==> config.mk <==
export PLATFORM = sky130hd
export DESIGN_NAME = mem_block_mover
export DESIGN_NICKNAME = d
export VERILOG_FILES = /design/src/rtl/mem_block_mover.sv
export SDC_FILE = /design/constraint.sdc
export NUM_CORES = 1
export LEC_CHECK = 0
export CAP_MARGIN = 20
export CORE_MARGIN = 5
export CORE_UTILIZATION = 45
export CTS_CLUSTER_DIAMETER = 30
export DETAILED_ROUTE_END_ITERATION = 8
export PLACE_DENSITY = 0.87
export SLEW_MARGIN = 20
export SYNTH_ARGS = -nofsm -noshare
export SYNTH_HDL_FRONTEND = slang
export SYNTH_SLANG_ARGS = --single-unit
==> constraint.sdc <==
create_clock -name clk -period 3.2 [get_ports clk]
set_input_delay 0.64 -clock clk [delete_from_list [all_inputs] [get_ports clk]]
set_output_delay 0.64 -clock clk [all_outputs]
set_load 0.05 [all_outputs]
==> src/rtl/mem_block_mover.sv <==
// mem_block_mover: bus initiator that copies (src -> dst) or fills (fill_val -> dst)
// a block of 32-bit words through a single-port data-memory interface.
//
// Ports:
//   clk, reset          system clock; synchronous active-high reset
//   start               one-cycle request, accepted only in IDLE
//   mode                0 = copy, 1 = fill (sampled with start)
//   src, dst            byte addresses (sampled with start)
//   len                 word count (sampled with start)
//   fill_val            fill pattern (sampled with start)
//   busy                high from the cycle after acceptance through DONE
//   done                one-cycle completion/abort pulse
//   err                 sticky abort flag, cleared by the next accepted start
//   words_done          words written so far in the current block
//   mem_rd, mem_wr      memory strobes (never both high)
//   mem_addr, mem_wdata memory address / write data
//   mem_rdata           combinational read data from memory
//
// state  | meaning
// -------+---------------------------------------------------------------
// IDLE   | waiting for start; memory port released (all outputs 0)
// CHECK  | alignment and zero-length screening of the latched operands
// READ   | copy only: read one source word into the buffer
// WRITE  | write one word (buffer or fill pattern), advance pointers
// DONE   | one-cycle done pulse, then back to IDLE

module mem_block_mover #(
    parameter int LEN_BITS = 16
) (
    input  logic                clk,
    input  logic                reset,
    input  logic                start,
    input  logic                mode,
    input  logic [31:0]         src,
    input  logic [31:0]         dst,
    input  logic [LEN_BITS-1:0] len,
    input  logic [31:0]         fill_val,
    output logic                busy,
    output logic                done,
    output logic                err,
    output logic [LEN_BITS-1:0] words_done,
    output logic                mem_rd,
    output logic                mem_wr,
    output logic [31:0]         mem_addr,
    output logic [31:0]         mem_wdata,
    input  logic [31:0]         mem_rdata
);

    typedef enum logic [2:0] {
        S_IDLE,
        S_CHECK,
        S_READ,
        S_WRITE,
        S_DONE
    } state_t;

    state_t              state, state_n;
    logic                mode_q;
    logic [31:0]         cur_src, cur_dst, fill_q, buf_q;
    logic [LEN_BITS-1:0] remaining;
    logic                err_q;
    logic [LEN_BITS-1:0] words_done_q;

    logic load, set_err, capture, advance;

    always_ff @(posedge clk) begin
        if (reset) begin
            state        <= S_IDLE;
            mode_q       <= 1'b0;
            cur_src      <= '0;
            cur_dst      <= '0;
            fill_q       <= '0;
            buf_q        <= '0;
            remaining    <= '0;
            err_q        <= 1'b0;
            words_done_q <= '0;
        end else begin
            state <= state_n;
            if (load) begin
                mode_q       <= mode;
                cur_src      <= src;
                cur_dst      <= dst;
                fill_q       <= fill_val;
                remaining    <= len;
                err_q        <= 1'b0;
                words_done_q <= '0;
            end
            if (set_err) begin
                err_q <= 1'b1;
            end
            if (capture) begin
                buf_q <= mem_rdata;
            end
            if (advance) begin
                words_done_q <= words_done_q + LEN_BITS'(1);
                remaining    <= remaining - LEN_BITS'(1);
                cur_dst      <= cur_dst + 32'd4;
                if (!mode_q) begin
                    cur_src <= cur_src + 32'd4;
                end
            end
        end
    end

    always_comb begin
        state_n   = state;
        load      = 1'b0;
        set_err   = 1'b0;
        capture   = 1'b0;
        advance   = 1'b0;
        mem_rd    = 1'b0;
        mem_wr    = 1'b0;
        mem_addr  = 32'd0;
        mem_wdata = 32'd0;

        case (state)
            S_IDLE: begin
                if (start) begin
                    load    = 1'b1;
                    state_n = S_CHECK;
                end
            end
            S_CHECK: begin
                if (cur_dst[1:0] != 2'b00 || (!mode_q && cur_src[1:0] != 2'b00)) begin
                    set_err = 1'b1;
                    state_n = S_DONE;
                end else if (remaining == '0) begin
                    state_n = S_DONE;
                end else begin
                    state_n = mode_q ? S_WRITE : S_READ;
                end
            end
            S_READ: begin
                // Peripheral space is never touched: abort before strobing.
                if (cur_src[31:28] == 4'h4) begin
                    set_err = 1'b1;
                    state_n = S_DONE;
                end else begin
                    mem_rd   = 1'b1;
                    mem_addr = cur_src;
                    capture  = 1'b1;
                    state_n  = S_WRITE;
                end
            end
            S_WRITE: begin
                if (cur_dst[31:28] == 4'h4) begin
                    set_err = 1'b1;
                    state_n = S_DONE;
                end else begin
                    mem_wr    = 1'b1;
                    mem_addr  = cur_dst;
                    mem_wdata = mode_q ? fill_q : buf_q;
                    advance   = 1'b1;
                    if (remaining == LEN_BITS'(1)) begin
                        state_n = S_DONE;
                    end else begin
                        state_n = mode_q ? S_WRITE : S_READ;
                    end
                end
            end
            S_DONE: begin
                state_n = S_IDLE;
            end
            default: begin
                state_n = S_IDLE;
            end
        endcase
    end

    assign busy       = (state != S_IDLE);
    assign done       = (state == S_DONE);
    assign err        = err_q;
    assign words_done = words_done_q;

endmodule

Word-level counts from Yosys, hierarchy flattened
Cells that the tools add are included.
{"block": "totals", "in_bits": 148, "wordCells": 66, "output_inout_bits": 85, "register_bits": 165}
{"block": "op_classes", "muxes": 35, "reduce_logical": 10, "n_eq_ne": 8, "addsub": 4}
{"operator": "$mux W32", "count": 10}
{"operator": "$add A32 B3 Y32 const B", "count": 2}
{"operator": "$mux W16", "count": 4}
{"operator": "$pmux W32 S2", "count": 1}
{"operator": "$mux W3", "count": 6}
{"operator": "$add A16 B1 Y16 const B", "count": 1}
{"operator": "$eq A16 B1 Y1 const B", "count": 1}
{"operator": "$logic_not A16 Y1", "count": 1}
{"operator": "$sub A16 B1 Y16 const B", "count": 1}
{"operator": "$mux W1", "count": 12}
{"operator": "$pmux W3 S4", "count": 1}
{"operator": "$eq A4 B3 Y1 const B", "count": 2}
{"operator": "$reduce_bool A2 Y1", "count": 4}
{"operator": "$eq A3 B2 Y1 const B", "count": 2}
{"operator": "$eq A3 B1 Y1 const B", "count": 1}
{"operator": "$eq A3 B3 Y1 const B", "count": 1}
{"operator": "$logic_not A3 Y1", "count": 1}
{"operator": "$pmux W1 S3", "count": 1}
{"operator": "$reduce_bool A3 Y1", "count": 1}
{"operator": "$ne A2 B2 Y1 const B", "count": 1}
{"operator": "$logic_and A1 B1 Y1", "count": 1}
{"operator": "$logic_not A1 Y1", "count": 1}
{"operator": "$logic_or A1 B1 Y1", "count": 1}

Logic depth before layout (Yosys ltp)
{"block": "depth", "ltp_word": 6, "depth_mapped": 10}

Worst setup path after synthesis
No wires, ideal clock.
{"block": "synth_path", "path_kind": "flip-flop to output port", "from": "register cur_dst[28]", "to": "output mem_addr[16]", "t_required_ps": 2560, "path_stages_with_launch": 10, "t_arrival_ps": 2326, "path_buffers": 4, "path_slack_ps": 234, "cell_sequence": "dfxtp_1 > or4b_1 > buf_2 > nand2_4 > inv_2 > buf_2 > buf_2 > buf_2 > nand2_1 > o21ai_0"}
{"block": "synth_between", "elab_chain_cells": 3}
{"item": "start: declaration", "line": "59", "rtl": "logic [31:0] cur_src, cur_dst, fill_q, buf_q;"}
{"item": "start signal: assignment", "line": "82", "rtl": "cur_dst <= dst;"}
{"item": "start signal: assignment", "line": "97", "rtl": "cur_dst <= cur_dst + 32'd4;"}
{"item": "$eq A4 B3 Y1", "line": "146", "rtl": "if (cur_dst[31:28] == 4'h4) begin"}
{"item": "$mux W32", "line": "146"}
{"item": "$pmux W32 S2", "line": "116", "rtl": "case (state)"}
{"item": "end: declaration", "line": "44", "rtl": "output logic [31:0] mem_addr,"}
No other way between the ends.

Worst setup path in the final report
{"block": "layout_path", "from": "register cur_dst[31]", "to": "output mem_addr[30]"}
Same word-level chain as after synthesis.

==> impl_metrics.toml <==
[yosys]
yosysSeqAreaShare_pct = 38.1
synth_edf_count = 0
netlist-cell-type-count = 66
yosys.area.top_type_share_pct = 38.1
synth_warnings = 0
syn_nets = 1282
synthFlopType = "dfxtp_1"
yosysTopAreaCell = "dfxtp_1"
synthArstFlopShare_pct = 0
syn-cell-area_mm2 = 0.00867
synthCells = 1128
netlist_top_cells_count = "252 x nand2_1, 165 x dfxtp_1, 105 x a21oi_1"
synth_area_leaders = "dfxtp_1 38%, nand2_1 11%, a21oi_1 6.1%"
syn_avg_cell_area_um2 = 7.68
synth.most_common_cell = "nand2_1"
synth_seq_cells = 165

[sta]
finalSetupViolCount = 0
post-route-min-period_ns = 3.08
grt_setup_unrepaired = "false"
finalHoldViolCount = 0
final_max_slew_viol_count = 0
max_freq_mhz = 325
period_share_pct = 96.2
skew_ns = 0.00768
max_slew_margin_pct = 49.0
worst_pin_slew_ns = 0.762
setup_tns_ns = 0

[cts]
postCtsSetupBuffers = 0
cts_buffers = 17
cts_tree = "done"
htreeDepth = 4
path_clk_slew_ns = 0.07
numClockSinks = 165
clockBufferDepth = 2
clk_root_buffer_cell = "clkbuf_16"
clk_latency_ns = 0.43

[power_and_ir_drop]
seqPwrFrac_pct = 41.5
switching_share_pct = 35.4
p_int_w = 0.00399
p_comb_share_pct = 25.5
leakagePower_nw = 4.09
power_switching_w = 0.00219
finalPower_w = 0.00617
pwr-share-clk_pct = 33.0
peakVddDrop_mv = 0.376
powerDensity_mw_per_mm2 = 514

[place]
dp.cells = 1559
port_buffers = 232
placed_cell_area_mm2 = 0.0114
gp_congestion = 0.999
dpl.hpwl_mm = 21.5

[cells_and_area]
fin_cells = 1592
design_area_mm2 = 0.0120
layout-drive-gt1-share_pct = 11.0
nets = 1472
final_util_pct = 63.7
areaGrowthSynthToFinish_pct = 38.5

[setup_path]
critPathLaunchType = "register"
critPathCaptureType = "primary output"
required_ns = 2.56
cp_data_arrival_time_ns = 2.44
path_class = "register to primary output"
startpoint = "cur_dst[31]"
crit_fanout = 35
r2r-start = "state[1]"

[die]
num_io_pins = 233
std_cell_rows = 50
start_util_pct = 46.0
fp.dieW_um = 149
dieArea_mm2 = 0.0221
fp.dieH_um = 149
core_area_mm2 = 0.0188

[detailed_routing]
drt-vias-per-instance = 6.05
num_vias = 9632
drt_pre_antenna_iters = 6
drt-total-wl_mm = 30.2
drc_errors = 0
drtIter0Drc = 1059
wire_per_inst_um = 19.0
antenna_left = 0

[global_route]
grt_max_degree = 91
grt_overflow = 0
grt_pass1_wl_mm = 47.4
grtUsageTotal_pct = 26.2
grt_pass1_vias = 9095
antenna_found_initial = 3

[status]
outcome = "finished, final reports clean"

[worst_hold_path]
worstHoldStart = "buf_q[27]"
hold_class = "register to register"

[flow_run]
maxCapViolCount = 0
-- final cells by class --
class                   count  area, µm²
fillers                  1594       6830
multi-input cells         866       4990
flip-flops and latches    165       3310
repair buffers            256       2760
clock buffers              17        425
well taps                 260        325
clock inverters            15        156
inverters                  12       45.0
diodes                      1       2.50
-- timing repair --
| item | CTS | global route |
|---|---|---|
| gates resized for setup | 0 | 1 |
| hold buffers | 0 | 0 |
| endpoints found under the setup margin | 0 | 4 |
-- kinds of logic after synthesis --
family	count (synthesis)	synth area share, %
adder cells (fa/ha/maj)	6	0.866
XOR/XNOR	15	1.52
multiplexers	43	5.08
buffers and inverters	97	4.52
AND/OR/NAND/NOR	518	28.7
flip-flops	165	38.1
AO/OA/AOI/OAI	284	21.2
-- layout by cell type (no fill, tap or decap), drive strengths merged, types with 4 or more instances in the layout --
master,instances
nand3,35
and2,8
nor3,28
nor4b,5
a21oi,105
and3,12
o311ai,7
nor4,18
a2bb2oi,8
and4,11
o211ai,16
or2,4
clkdlybuf4s50,168
or3,22
a32oi,5
buf,88
mux2i,35
nand2,253
ha,6
a221oi,4
a211oi,4
dfxtp,165
or4,11
o31ai,9
mux2,8
o22ai,10
clkbuf,17
a31oi,35
a22oi,10
o21ai,27
nor2,68
xnor2,12
inv,22
nand4,28
a22o,23
-- power by group through the flow --
| stage | logic (W) | clock network, W | registers [W] |
|---|---|---|---|
| 2_1_floorplan | 0.00102 | 0 | 0.00248 |
| 3_3_place_gp | 0.00151 | 0 | 0.00258 |
| 3_5_place_dp | 0.00155 | 0 | 0.00259 |
| 4_1_cts | 0.00156 | 0.00206 | 0.00255 |
| 5_1_grt | 0.00170 | 0.00214 | 0.00259 |
| 6_report | 0.00157 | 0.00204 | 0.00256 |
-- through the flow --
stage / hold WS (ns) / setup WS (ns)
3_3_place_gp: 0.442 / 0.602
5_1_grt: 0.471 / 0.0257
4_1_cts: 0.457 / 0.112
2_1_floorplan: 0.436 / 0.234
3_5_place_dp: 0.447 / 0.518
6_report: 0.457 / 0.122
-- critical path, cell delays in order (launching register included) --
cell	delay, ns
dfxtp_1	0.37
or4b_1	0.68
nand2_4	0.13
buf_4	0.36
o21ai_0	0.26
buf_12	0.21
-- sequential cells by signal (all words and copies together) (netlist names) --
register	cells
buf_q	32
cur_dst	32
cur_src	32
fill_q	32
remaining	16
words_done	16
state	3
err	1
mode_q	1
-- per-layer routing --
metal  up-vias  part of all wire, %  GRT usage [%]
met1      4479                   39           34.4
met5         -                0.083              0
met2       578                   47           41.6
met4         4                  3.7           11.0
met3        88                   10           6.11
li1       4483                    -              -
-- final timing paths --
path	endpoint	slack (ns)	depth (start not counted)
max	mem_addr[30]	0.12	5
min	buf_q[27]	0.46	2
min reg2reg	buf_q[27]	0.46	2
max reg2reg	cur_dst[21]	0.67	6
No activity file was read; power rests on OpenSTA's default activity.
